==> src/rtl/alu_dec_pipe_pkg.sv <==
// Shared encodings for the pipelined ALU decoder: opcodes, funct fields,
// widened ALU op codes (base ops 0..15, RV32M ops 16..23) and FSM states.
package alu_dec_pipe_pkg;

  localparam logic [6:0] OPC_LUI    = 7'b0110111;
  localparam logic [6:0] OPC_AUIPC  = 7'b0010111;
  localparam logic [6:0] OPC_JAL    = 7'b1101111;
  localparam logic [6:0] OPC_JALR   = 7'b1100111;
  localparam logic [6:0] OPC_BRANCH = 7'b1100011;
  localparam logic [6:0] OPC_LOAD   = 7'b0000011;
  localparam logic [6:0] OPC_STORE  = 7'b0100011;
  localparam logic [6:0] OPC_OP_IMM = 7'b0010011;
  localparam logic [6:0] OPC_OP     = 7'b0110011;
  localparam logic [6:0] OPC_NOOP   = 7'b0001111;

  localparam logic [6:0] FNC7_BASE   = 7'b0000000;
  localparam logic [6:0] FNC7_ALT    = 7'b0100000;
  localparam logic [6:0] FNC7_MULDIV = 7'b0000001;

  localparam logic [2:0] F3_ADD_SUB = 3'b000;
  localparam logic [2:0] F3_SLL     = 3'b001;
  localparam logic [2:0] F3_SLT     = 3'b010;
  localparam logic [2:0] F3_SLTU    = 3'b011;
  localparam logic [2:0] F3_XOR     = 3'b100;
  localparam logic [2:0] F3_SRL_SRA = 3'b101;
  localparam logic [2:0] F3_OR      = 3'b110;
  localparam logic [2:0] F3_AND     = 3'b111;

  typedef enum logic [4:0] {
    ALU_ADD    = 5'd0,
    ALU_SUB    = 5'd1,
    ALU_SLL    = 5'd2,
    ALU_SLT    = 5'd3,
    ALU_SLTU   = 5'd4,
    ALU_XOR    = 5'd5,
    ALU_SRL    = 5'd6,
    ALU_SRA    = 5'd7,
    ALU_OR     = 5'd8,
    ALU_AND    = 5'd9,
    ALU_COPY_B = 5'd10,
    ALU_MUL    = 5'd16,
    ALU_MULH   = 5'd17,
    ALU_MULHSU = 5'd18,
    ALU_MULHU  = 5'd19,
    ALU_DIV    = 5'd20,
    ALU_DIVU   = 5'd21,
    ALU_REM    = 5'd22,
    ALU_REMU   = 5'd23,
    ALU_XXX    = 5'd31
  } alu_op_e;

  typedef enum logic [1:0] {
    ST_IDLE = 2'd0,
    ST_WAIT = 2'd1,
    ST_HOLD = 2'd2
  } state_e;

  // funct3 -> base ALU op, ignoring the SUB/SRA alternate encodings.
  function automatic alu_op_e base_op(input logic [2:0] f3);
    case (f3)
      F3_ADD_SUB: base_op = ALU_ADD;
      F3_SLL:     base_op = ALU_SLL;
      F3_SLT:     base_op = ALU_SLT;
      F3_SLTU:    base_op = ALU_SLTU;
      F3_XOR:     base_op = ALU_XOR;
      F3_SRL_SRA: base_op = ALU_SRL;
      F3_OR:      base_op = ALU_OR;
      default:    base_op = ALU_AND;
    endcase
  endfunction

endpackage

==> src/rtl/alu_dec_comb.sv <==
// Purely combinational decode table: opcode/funct3/funct7 -> ALU op,
// illegal flag and multi-cycle class (multiply or divide).
module alu_dec_comb
  import alu_dec_pipe_pkg::*;
#(
  parameter bit ENABLE_M = 1'b1
) (
  input  logic [6:0] opcode_i,
  input  logic [2:0] funct3_i,
  input  logic [6:0] funct7_i,
  output alu_op_e    op_o,
  output logic       illegal_o,
  output logic       is_mul_o,
  output logic       is_div_o
);

  always_comb begin
    op_o      = ALU_XXX;
    illegal_o = 1'b0;
    is_mul_o  = 1'b0;
    is_div_o  = 1'b0;
    case (opcode_i)
      OPC_LUI: op_o = ALU_COPY_B;
      OPC_AUIPC, OPC_BRANCH, OPC_LOAD, OPC_STORE, OPC_JAL, OPC_JALR: op_o = ALU_ADD;
      OPC_NOOP: op_o = ALU_XXX;
      OPC_OP: begin
        if (funct7_i == FNC7_BASE) begin
          op_o = base_op(funct3_i);
        end else if (funct7_i == FNC7_ALT && funct3_i == F3_ADD_SUB) begin
          op_o = ALU_SUB;
        end else if (funct7_i == FNC7_ALT && funct3_i == F3_SRL_SRA) begin
          op_o = ALU_SRA;
        end else if (funct7_i == FNC7_MULDIV && ENABLE_M) begin
          // M ops occupy 16..23 in funct3 order; funct3[2] splits mul from div.
          op_o     = alu_op_e'({2'b10, funct3_i});
          is_div_o = funct3_i[2];
          is_mul_o = !funct3_i[2];
        end else begin
          illegal_o = 1'b1;
        end
      end
      OPC_OP_IMM: begin
        case (funct3_i)
          F3_SLL: begin
            if (funct7_i == FNC7_BASE) op_o = ALU_SLL;
            else illegal_o = 1'b1;
          end
          F3_SRL_SRA: begin
            if (funct7_i == FNC7_BASE) op_o = ALU_SRL;
            else if (funct7_i == FNC7_ALT) op_o = ALU_SRA;
            else illegal_o = 1'b1;
          end
          default: op_o = base_op(funct3_i);
        endcase
      end
      default: illegal_o = 1'b1;
    endcase
  end

endmodule

==> src/rtl/alu_dec_pipe.sv <==
// Registered, valid/ready-handshaked ALU decoder; M ops are held for a
// fixed per-class latency before being presented to the execute stage.
module alu_dec_pipe
  import alu_dec_pipe_pkg::*;
#(
  parameter int OP_W       = 5,
  parameter bit ENABLE_M   = 1'b1,
  parameter int MUL_CYCLES = 2,
  parameter int DIV_CYCLES = 34
) (
  input  logic            clk,
  input  logic            rst,
  input  logic            flush,
  input  logic            in_valid,
  output logic            in_ready,
  input  logic [6:0]      opcode,
  input  logic [2:0]      funct3,
  input  logic [6:0]      funct7,
  output logic            out_valid,
  input  logic            out_ready,
  output logic [OP_W-1:0] alu_op,
  output logic            illegal,
  output logic            multi,
  output state_e          dbg_state
);

  localparam int MAXC  = (MUL_CYCLES > DIV_CYCLES) ? MUL_CYCLES : DIV_CYCLES;
  localparam int CNT_W = (MAXC > 2) ? $clog2(MAXC) : 1;
  localparam logic [CNT_W-1:0] MUL_LOAD = CNT_W'((MUL_CYCLES > 1) ? MUL_CYCLES - 2 : 0);
  localparam logic [CNT_W-1:0] DIV_LOAD = CNT_W'((DIV_CYCLES > 1) ? DIV_CYCLES - 2 : 0);

  // Handshake: a request transfers on a cycle where in_valid && in_ready, a result
  // on a cycle where out_valid && out_ready; flush blocks acceptance that cycle.

  alu_op_e   dec_op;
  logic      dec_illegal;
  logic      dec_mul;
  logic      dec_div;
  logic      accept;
  logic      long_op;
  logic [OP_W-1:0] alu_op_d;

  state_e          state_q;
  logic [CNT_W-1:0] cnt_q;
  logic            out_valid_q;
  logic [OP_W-1:0] alu_op_q;
  logic            illegal_q;
  logic            multi_q;

  alu_dec_comb #(.ENABLE_M(ENABLE_M)) u_dec (
    .opcode_i  (opcode),
    .funct3_i  (funct3),
    .funct7_i  (funct7),
    .op_o      (dec_op),
    .illegal_o (dec_illegal),
    .is_mul_o  (dec_mul),
    .is_div_o  (dec_div)
  );

  assign in_ready = !flush && ((state_q == ST_IDLE) || (state_q == ST_HOLD && out_ready));
  assign accept   = in_valid && in_ready;
  assign long_op  = (dec_mul && (MUL_CYCLES > 1)) || (dec_div && (DIV_CYCLES > 1));
  // ALU_XXX is all-ones at whatever width the op port has.
  assign alu_op_d = (dec_op == ALU_XXX) ? '1 : OP_W'(dec_op);

  always_ff @(posedge clk or posedge rst) begin
    if (rst) begin
      state_q     <= ST_IDLE;
      cnt_q       <= '0;
      out_valid_q <= 1'b0;
      alu_op_q    <= '1;
      illegal_q   <= 1'b0;
      multi_q     <= 1'b0;
    end else if (flush) begin
      state_q     <= ST_IDLE;
      cnt_q       <= '0;
      out_valid_q <= 1'b0;
    end else if (accept) begin
      alu_op_q  <= alu_op_d;
      illegal_q <= dec_illegal;
      multi_q   <= dec_mul || dec_div;
      if (long_op) begin
        state_q     <= ST_WAIT;
        cnt_q       <= dec_div ? DIV_LOAD : MUL_LOAD;
        out_valid_q <= 1'b0;
      end else begin
        state_q     <= ST_HOLD;
        out_valid_q <= 1'b1;
      end
    end else begin
      case (state_q)
        ST_WAIT: begin
          if (cnt_q == '0) begin
            state_q     <= ST_HOLD;
            out_valid_q <= 1'b1;
          end else begin
            cnt_q <= cnt_q - 1'b1;
          end
        end
        ST_HOLD: begin
          if (out_ready) begin
            state_q     <= ST_IDLE;
            out_valid_q <= 1'b0;
          end
        end
        default: state_q <= ST_IDLE;
      endcase
    end
  end

  assign out_valid = out_valid_q;
  assign alu_op    = alu_op_q;
  assign illegal   = illegal_q;
  assign multi     = multi_q;
  assign dbg_state = state_q;

endmodule

==> config.mk <==
export PLATFORM = sky130hd
export DESIGN_NAME = alu_dec_pipe
export DESIGN_NICKNAME = d
export VERILOG_FILES = /design/src/rtl/alu_dec_pipe_pkg.sv /design/src/rtl/alu_dec_comb.sv /design/src/rtl/alu_dec_pipe.sv
export SDC_FILE = /design/constraint.sdc
export NUM_CORES = 1
export LEC_CHECK = 0
export ABC_AREA = 1
export CELL_PAD_IN_SITES_DETAIL_PLACEMENT = 1
export CELL_PAD_IN_SITES_GLOBAL_PLACEMENT = 2
export CORE_MARGIN = 10
export CORE_UTILIZATION = 27
export CTS_BUF_LIST = sky130_fd_sc_hd__clkbuf_16
export DETAILED_ROUTE_END_ITERATION = 7
export GPL_TIMING_DRIVEN = 0
export PLACE_DENSITY = 0.82
export SLEW_MARGIN = 25
export SYNTH_ARGS = -nofsm -noshare
export SYNTH_HDL_FRONTEND = slang
export SYNTH_SLANG_ARGS = --single-unit
export TNS_END_PERCENT = 20
==> constraint.sdc <==
create_clock -name clk -period 2.11 [get_ports clk]
set_input_delay 0.422 -clock clk [delete_from_list [all_inputs] [get_ports clk]]
set_output_delay 0.422 -clock clk [all_outputs]
set_load 0.01 [all_outputs]
==> summary.md, run 1 <==
| Metric | Value |
|---|---|
| Status | finished, final reports clean |
| Final setup fails | 0 |
| Post-synth EDFFs | 0 |
| CP max stage cell | dfrtp_1 |
| Die Y | approximately 93 um |
| FF+latch count, synth | 16 |
| DP Wirelength | roughly 3300 um |
| Root Buffer | clkbuf_16 |
| Setup_tns | 0 ns |
| Final ANT Viol Nets | 0 |
| Placed Area | between 1500 and 2000 sq um |
| Port Buffers | 32 |
| Worst path arrival time | slightly above 2 ns |
| WL final | 3976 um |
| All-Layer GR Usage | 9.803% |
| Final non-filler cell total | around 320 |
| Vias in the first global route | roughly 1500 |
| Setup CP Type | reg2reg |
| Slew @ Worst Pin | 0.6372 ns |
| Initial antenna violation count | 0 |
| Clk_skew | 0.005012 ns |
| FP Rows | 26 |
| Tcrit/Tclk final | roughly 90% |
| Synthesized area per cell | around 6.7 sq um |
| Pwr Density | approximately 620 nW/um^2 |
| Slew margin rel. | between 50% and 60% |
| Final Util | between 30% and 40% |
| Async S/R FF share, synth | 100.0% |
| Num CTS Buffers | 3 |
| Sequential area share after synthesis | between 20% and 30% |
| Area delta synth->final | 33.82% |
| Critical Path RT | about 2.3 ns |
| CP peak stage delay | around 0.4 ns |
| I/O pin cnt | 33 |
| Largest net degree at the start of global routing | 17 |
| Avg WL per Cell | approximately 12 um |
| Mapped Cells | around 220 |
| Layout fillers | ~660 |
| Layout cells sized above 1 | a little under a fifth |
| Peak Freq | between 500 and 600 MHz |
| Die area | approximately 8700 sq um |
| First-pass GRT wire length | 7010 um |
| Via count | around 1400 |
| CTS sink count | 16 |
| Worst-skew pair later-pin latency | 0.25 ns |
| Ant. Diodes | 0 |
| Place WS | between 0.04 and 0.05 ns |
| Worst hold path class | reg2reg |
| 1st-iter DRT viols | 40 |
| Final Wtd Congestion | between 0.7 and 0.8 |
| Ys Warns | 0 |
| Main synth FF type | dfrtp_1 |
| Setup WS post-layout | a little over 0.2 ns |
| Inst Count DP | ~320 |
| Lkg Pwr | approximately 0.00092 uW |
| Synthesized net count | 243 |
| Width of the die | between 90 and 100 um |
| Yosys cell types | 31 |
| CP Capture Type | register |
| Min cycle time layout | roughly 1.9 ns |
| # hold bufs at CTS | 0 |
| Multi-input gate area | between 900 and 1000 sq um |
| Clk buf depth | 2 |
| Core outline area | a little over 5000 sq um |
| RSZ-0062 raised after global routing | no |
| Cell Area, Synth | ~1500 sq um |
| Detailed Routing Iterations Pass 1 | 4 |
| Max Cap Viol | 0 |
| Residual DRC | 0 |
| Fin. Hold Viols | 0 |
| Reg clk slew, reported paths | ~0.050 ns |
| CP Max Fanout | 10 |
| Htree depth | 1 |
| Starting Density | ~28% |
| CTS tree | built |
| Worst setup SP type | register |
| Max-slew violation count | 0 |
| Gr ovfl total | 0 |
| Sequential Area | just over 400 sq um |
| Nets@finish | ~280 |
| CP cell instances | inv_1 > ha_1 > a21oi_2 > buf_4 > nor3_4 > nor2_2 > nand2_1 > nand2_4 > buf_6 > nand2_2 > o21ai_2 |
| Vias per cell | approximately 4.5 |
| Final instance area | 1951 sq um |
| Max IR drop VDD | about 0.24 mV |
-- per-layer routing --
layer,wire length (um),up-vias,global-route usage (%)
li1,-,755,-
met1,1893,656,12.14
met2,1773,28,15.49
met3,244,4,2.958
met4,64,0,3.856
met5,0,-,0
-- sequential cells by signal, indices dropped and copies added (netlist names) --
| signal | count |
|---|---|
| alu_op | 5 |
| cnt_q | 6 |
| dbg_state | 2 |
| illegal | 1 |
| multi | 1 |
| out_valid | 1 |
-- final cells by class --
class                   count  area share, %
plain buffers               2         0.9622
clock buffers               3          3.849
flip-flops and latches     16          20.85
multi-input cells         166          46.76
clock inverters             1         0.1924
repair buffers             33          16.74
inverters                  32          6.158
well taps                  70          4.490
-- worst max-delay path: cells and delay by family, from the launching register on --
| family | cells | cell delay, ns |
|---|---|---|
| AOI/OAI and AO/OA | 2 | 0.12 |
| and+or+nand+nor | 5 | 0.65 |
| adders and majority gates | 1 | 0.21 |
| DFF | 1 | 0.40 |
| buffers and inverters | 3 | 0.40 |
-- final timing paths --
| kind | startpoint | to | slack [ns] | cells after the start |
|---|---|---|---|---|
| worst max-delay path | dbg_state[0]$_DFFE_PP0P_ | cnt_q[5]$_DFFE_PP0P_ | 0.20 | 11 |
| worst min-delay path | alu_op[4]$_DFFE_PP1P_ | alu_op[4]$_DFFE_PP1P_ | 0.47 | 2 |
| worst max register to register | dbg_state[0]$_DFFE_PP0P_ | cnt_q[5]$_DFFE_PP0P_ | 0.20 | 11 |
| worst min register to register | alu_op[4]$_DFFE_PP1P_ | alu_op[4]$_DFFE_PP1P_ | 0.47 | 2 |
| max in group asynchronous | rst | out_valid$_DFFE_PP0P_ | 1.14 | 2 |
| min in group asynchronous | rst | cnt_q[4]$_DFFE_PP0P_ | 0.56 | 2 |
-- cell usage after synthesis (2+ instances only) --
library cell   n  share of area (%)
o21ai_2        6                3.6
ha_1           5                4.3
nand2_1       63                 16
nand3_4        3                3.6
a21oi_1        5                1.7
dfstp_2        5                9.0
or2_2          2               0.86
nand4_1        6                2.6
o21ai_0        2               0.69
o21ai_1        2               0.69
nand3_1       19                6.5
nand2_2        7                3.0
xor2_1         3                1.8
inv_2          7                1.8
nor2_8         2                2.7
dfrtp_1       11                 19
inv_1         24                6.2
nor2_2         3                1.3
nor2_1        29                7.5
-- layout by cell type (no fill, tap or decap), drive strengths merged, types with 3 or more instances in the layout --
cell type / instances
dfstp: 5
inv: 31
nand2: 71
clkdlybuf4s50: 31
nor2: 34
nand3: 23
ha: 5
a21oi: 6
buf: 3
or2: 3
o21ai: 10
clkbuf: 3
dfrtp: 11
nand4: 6
xor2: 3
-- metrics by stage --
stage | hold slack, ns | total power [uW]
2_1_floorplan | 0.3322 | 691.8
3_3_place_gp | 0.4572 | 837.0
5_1_grt | 0.5038 | 1330
3_5_place_dp | 0.4650 | 845.8
6_report | 0.4719 | 1218
4_1_cts | 0.4752 | 1241
-- timing repair --
item | in CTS | in global routing
endpoints found under the setup margin | 1 | 0
resized for setup | 1 | 0
buffers inserted | 1 | 0
-- cell families (layout without fill, tap and decap cells) --
kind of cell             after synthesis  in the layout  synth area share [%]
AO/OA/AOI/OAI                         18             18                 8.412
XOR/XNOR                               3              3                 1.803
adder cells (fa/ha/maj)                5              5                 4.292
buffers and inverters                 34             71                 9.528
flip-flops                            16             16                 27.90
AND/OR/NAND/NOR                      140            140                 48.07
-- report_power, final --
group,total (uW),switching (uW),internal (uW)
clock network,382,130,252
logic,420,225,195
registers,415,48.4,367
Note: power is estimated with default switching activity, not from simulation.
==> run 2, diff against run 1 <==
--- a/config.mk
+++ b/config.mk
@@ -9,11 +9,11 @@
 export CELL_PAD_IN_SITES_DETAIL_PLACEMENT = 1
 export CELL_PAD_IN_SITES_GLOBAL_PLACEMENT = 2
 export CORE_MARGIN = 10
-export CORE_UTILIZATION = 27
+export CORE_UTILIZATION = 24
 export CTS_BUF_LIST = sky130_fd_sc_hd__clkbuf_16
 export DETAILED_ROUTE_END_ITERATION = 7
 export GPL_TIMING_DRIVEN = 0
-export PLACE_DENSITY = 0.82
+export PLACE_DENSITY = 0.77
 export SLEW_MARGIN = 25
 export SYNTH_ARGS = -nofsm -noshare
 export SYNTH_HDL_FRONTEND = slang
==> constraint.sdc (replaced) <==
create_clock -name clk -period 1.57 [get_ports clk]
set_input_delay 0.314 -clock clk [delete_from_list [all_inputs] [get_ports clk]]
set_output_delay 0.314 -clock clk [all_outputs]
set_load 0.01 [all_outputs]
==> run 2 against run 1 <==
  * The run now ends with setup timing left
  * Clock power up 31%
  * Global-route usage decreased by 0.44 points
  * Total power increased by 40%
  * Die area rose by 9.8%
  * Highest routed layer unchanged
  * Register-to-register slack worse by 0.21 ns
  * Critical endpoint is now cnt_q[3]$_DFFE_PP0P_
  * Non-clock buffer count grew 17
  * Sequential cell count unchanged
  * Wire length is 11% higher
  * Clock skew up 0.0013 ns
==> summary.md, run 2 (synthesis results as in run 1) <==
| Metric | Value |
|---|---|
| Worst path arrival time | 1.71 ns (-0.34 ns) |
| DP Wirelength | 3338 um (+1.3%) |
| Uppermost routed layer | met4 |
| Root Buffer | clkbuf_16 |
| Largest Register | cnt_q |
| Clk_skew | 0.006320 ns (+0.001308 ns) |
| Fin. Hold Viols | 0 (unchanged) |
| I/O pin cnt | 33 (unchanged) |
| Clk buf depth | 2 (unchanged) |
| Status | finished with violations |
| Htree depth | 1 (unchanged) |
| Met3 Wirelength | 167 um (-32%) |
| Largest register FFs | 6 (unchanged) |
| Width of the die | 97.93 um (+4.8%) |
| Setup WS post-layout | -0.004423 ns (-0.2080 ns) |
| Initial antenna violation count | 0 (unchanged) |
| Worst hold slack | 0.4543 ns (-0.01760 ns) |
| Final ANT Viol Nets | 0 (unchanged) |
| Min cycle time layout | between 1.5 and 2 ns |
| Final setup fails | 2 (+2) |
| Peak Freq | 635.2 MHz |
| Max Cap Viol | 0 (unchanged) |
| Tcrit/Tclk final | 100.3% |
| Vias per cell | 4.426 (-0.93%) |
| Final instance area | 2233 sq um (+14%) |
| Starting Density | 24.62% (-3.6 points) |
| Failing checks | setup timing |
| Worst hold path class | in2async |
| CTS sink count | 16 (unchanged) |
| Core outline area | 5921 sq um (+14%) |
| CP Capture Type | register |
| Final non-filler cell total | 345 (+6.8%) |
| Slew margin rel. | 57.43% (about the same) |
| Met2 WL post-DR | 2062 um (+16%) |
| CTS tree | built |
| Layout cells sized above 1 | 31.85% (+14 points) |
| First-pass GRT wire length | 7721 um (+10%) |
| FP Rows | 28 (+7.7%) |
| Place WS | -0.3690 ns (-0.4107 ns) |
| Reg clk slew, reported paths | 0.05 ns (about the same) |
| Layout fillers | 762 (+16%) |
| 1st-iter DRT viols | 35 (-13%) |
| Placed Area | 1872 sq um (+0.34%) |
| Residual DRC | 0 (unchanged) |
| CP Max Fanout | 5 (-5) |
| Critical Path RT | 1.71 ns (-0.54 ns) |
| Max-slew violation count | 0 (unchanged) |
| Met1 Wirelength | 2138 um (+13%) |
| Avg WL per Cell | 12.77 um (+3.7%) |
| Area delta synth->final | 53.22% |
| Slew @ Worst Pin | 0.6379 ns (+0.0006797 ns) |
| Worst-skew pair later-pin latency | 0.25 ns (about the same) |
| Gr ovfl total | 0 (unchanged) |
| Via count | 1527 (+5.8%) |
| WL final | 4406 um (+11%) |
| Pwr Density | 763.7 nW/um^2 (+22%) |
| Die area | 9590 sq um (+9.8%) |
| Die Y | 97.93 um (+4.8%) |
| Max IR drop VDD | 0.3985 mV (+66%) |
| Inst Count DP | 323 (+1.6%) |
| Detailed Routing Iterations Pass 1 | 3 (-1) |
| Most frequent cells in the layout | 53 x nand2_1, 25 x nor2_1, 22 x inv_1 |
| Setup CP Type | in2reg |
| Num CTS Buffers | 3 (unchanged) |
| All-Layer GR Usage | 9.359% (-0.44 points) |
| Ant. Diodes | 0 (unchanged) |
| # hold bufs at CTS | 0 (unchanged) |
| Lkg Pwr | 0.001100 uW (+19%) |
| Final Wtd Congestion | 0.7808 (+0.79%) |
| Vias in the first global route | 1648 (+8.8%) |
| RSZ-0062 raised after global routing | yes |
| Final Util | 37.72% (about the same) |
| Largest net degree at the start of global routing | 17 (unchanged) |
| Worst setup SP type | primary input |
| Nets@finish | 298 (+6.0%) |
| Port Buffers | 32 (unchanged) |
| Commonest non-fill, non-tap cell in the layout | nand2_1 |
==> run 2: cell types whose count changed in the layout (fill, tap and decap cells not counted), moves of 4 or more <==
cell             previous run  this run
buf_6                       1         5
buf_4                       2        12
nand2_2                     7        14
dlygate4sd2_1               1         8
nor2_1                     29        25
clkdlybuf4s50_1            31        19
nand2_1                    63        53
dlymetal6s2s_1              0         4
==> run 2: what timing repair did <==
action	CTS	global route
endpoints found under the hold margin	0	0
setup endpoints to repair	21	16
buffers inserted	12	6
pin swaps	9	12
gates resized for setup	43	14
cloned	1	0
==> run 2: critical path, stage by stage <==
cell and delay (ns):
clkdlybuf4s50_1 0.47, nand2_2 0.08, inv_2 0.09, nand2_4 0.07
nor2_8 0.15, nand3_4 0.10, nand3_4 0.10, nand2_4 0.08
buf_8 0.14, nand2_2 0.05, o21ai_2 0.05
==> run 2: final timing paths <==
path                                               start                       end  slack, ns  cells after the start
worst max-delay path                           opcode[1]      cnt_q[3]$_DFFE_PP0P_     -0.004                     11
worst min-delay path                                 rst      cnt_q[0]$_DFFE_PP0P_       0.45                      2
worst max register to register  dbg_state[0]$_DFFE_PP0P_      cnt_q[3]$_DFFE_PP0P_     -0.004                     11
worst min register to register     alu_op[1]$_DFFE_PP1P_     alu_op[1]$_DFFE_PP1P_       0.46                      2
max in group asynchronous                            rst  dbg_state[1]$_DFFE_PP0P_       0.67                      2
min in group clk                   alu_op[1]$_DFFE_PP1P_     alu_op[1]$_DFFE_PP1P_       0.46                      2
==> run 2: area by class of cell <==
| cell class | count | area [sq um] | share of cell area (%) |
|---|---|---|---|
| Buffer | 2 | 30.03 | 1.345 |
| Clock buffer | 3 | 75.07 | 3.361 |
| Clock inverter | 1 | 3.754 | 0.1681 |
| Inverter | 32 | 120.1 | 5.378 |
| Multi-Input combinational cell | 166 | 1013 | 45.38 |
| Sequential cell | 16 | 407.9 | 18.26 |
| Tap cell | 75 | 93.84 | 4.202 |
| Timing Repair Buffer | 50 | 489.2 | 21.90 |
==> run 2: through the flow <==
step	setup TNS, ns	power, uW
floorplan	-0.3289	929.8
global placement	-4.504	1128
detailed placement	-4.709	1137
CTS	-0.5104	1715
global route	-0.8415	1843
finish	-0.008794	1706
==> run 2: routing by layer <==
layer	up-vias	global-route usage, %
met5	-	0
met4	0	2.013
met3	4	2.114
met2	27	15.58
met1	708	11.96
li1	788	-
==> run 2: report_power, final <==
| part | internal, uW | switching (uW) | leakage [uW] | total (uW) |
|---|---|---|---|---|
| Clock | 338 | 163 | 0.0000423 | 501 |
| Sequential | 493 | 70.3 | 0.000193 | 564 |
| Combinational | 300 | 341 | 0.000865 | 641 |
| Total | 1130 | 575 | 0.00110 | 1710 |
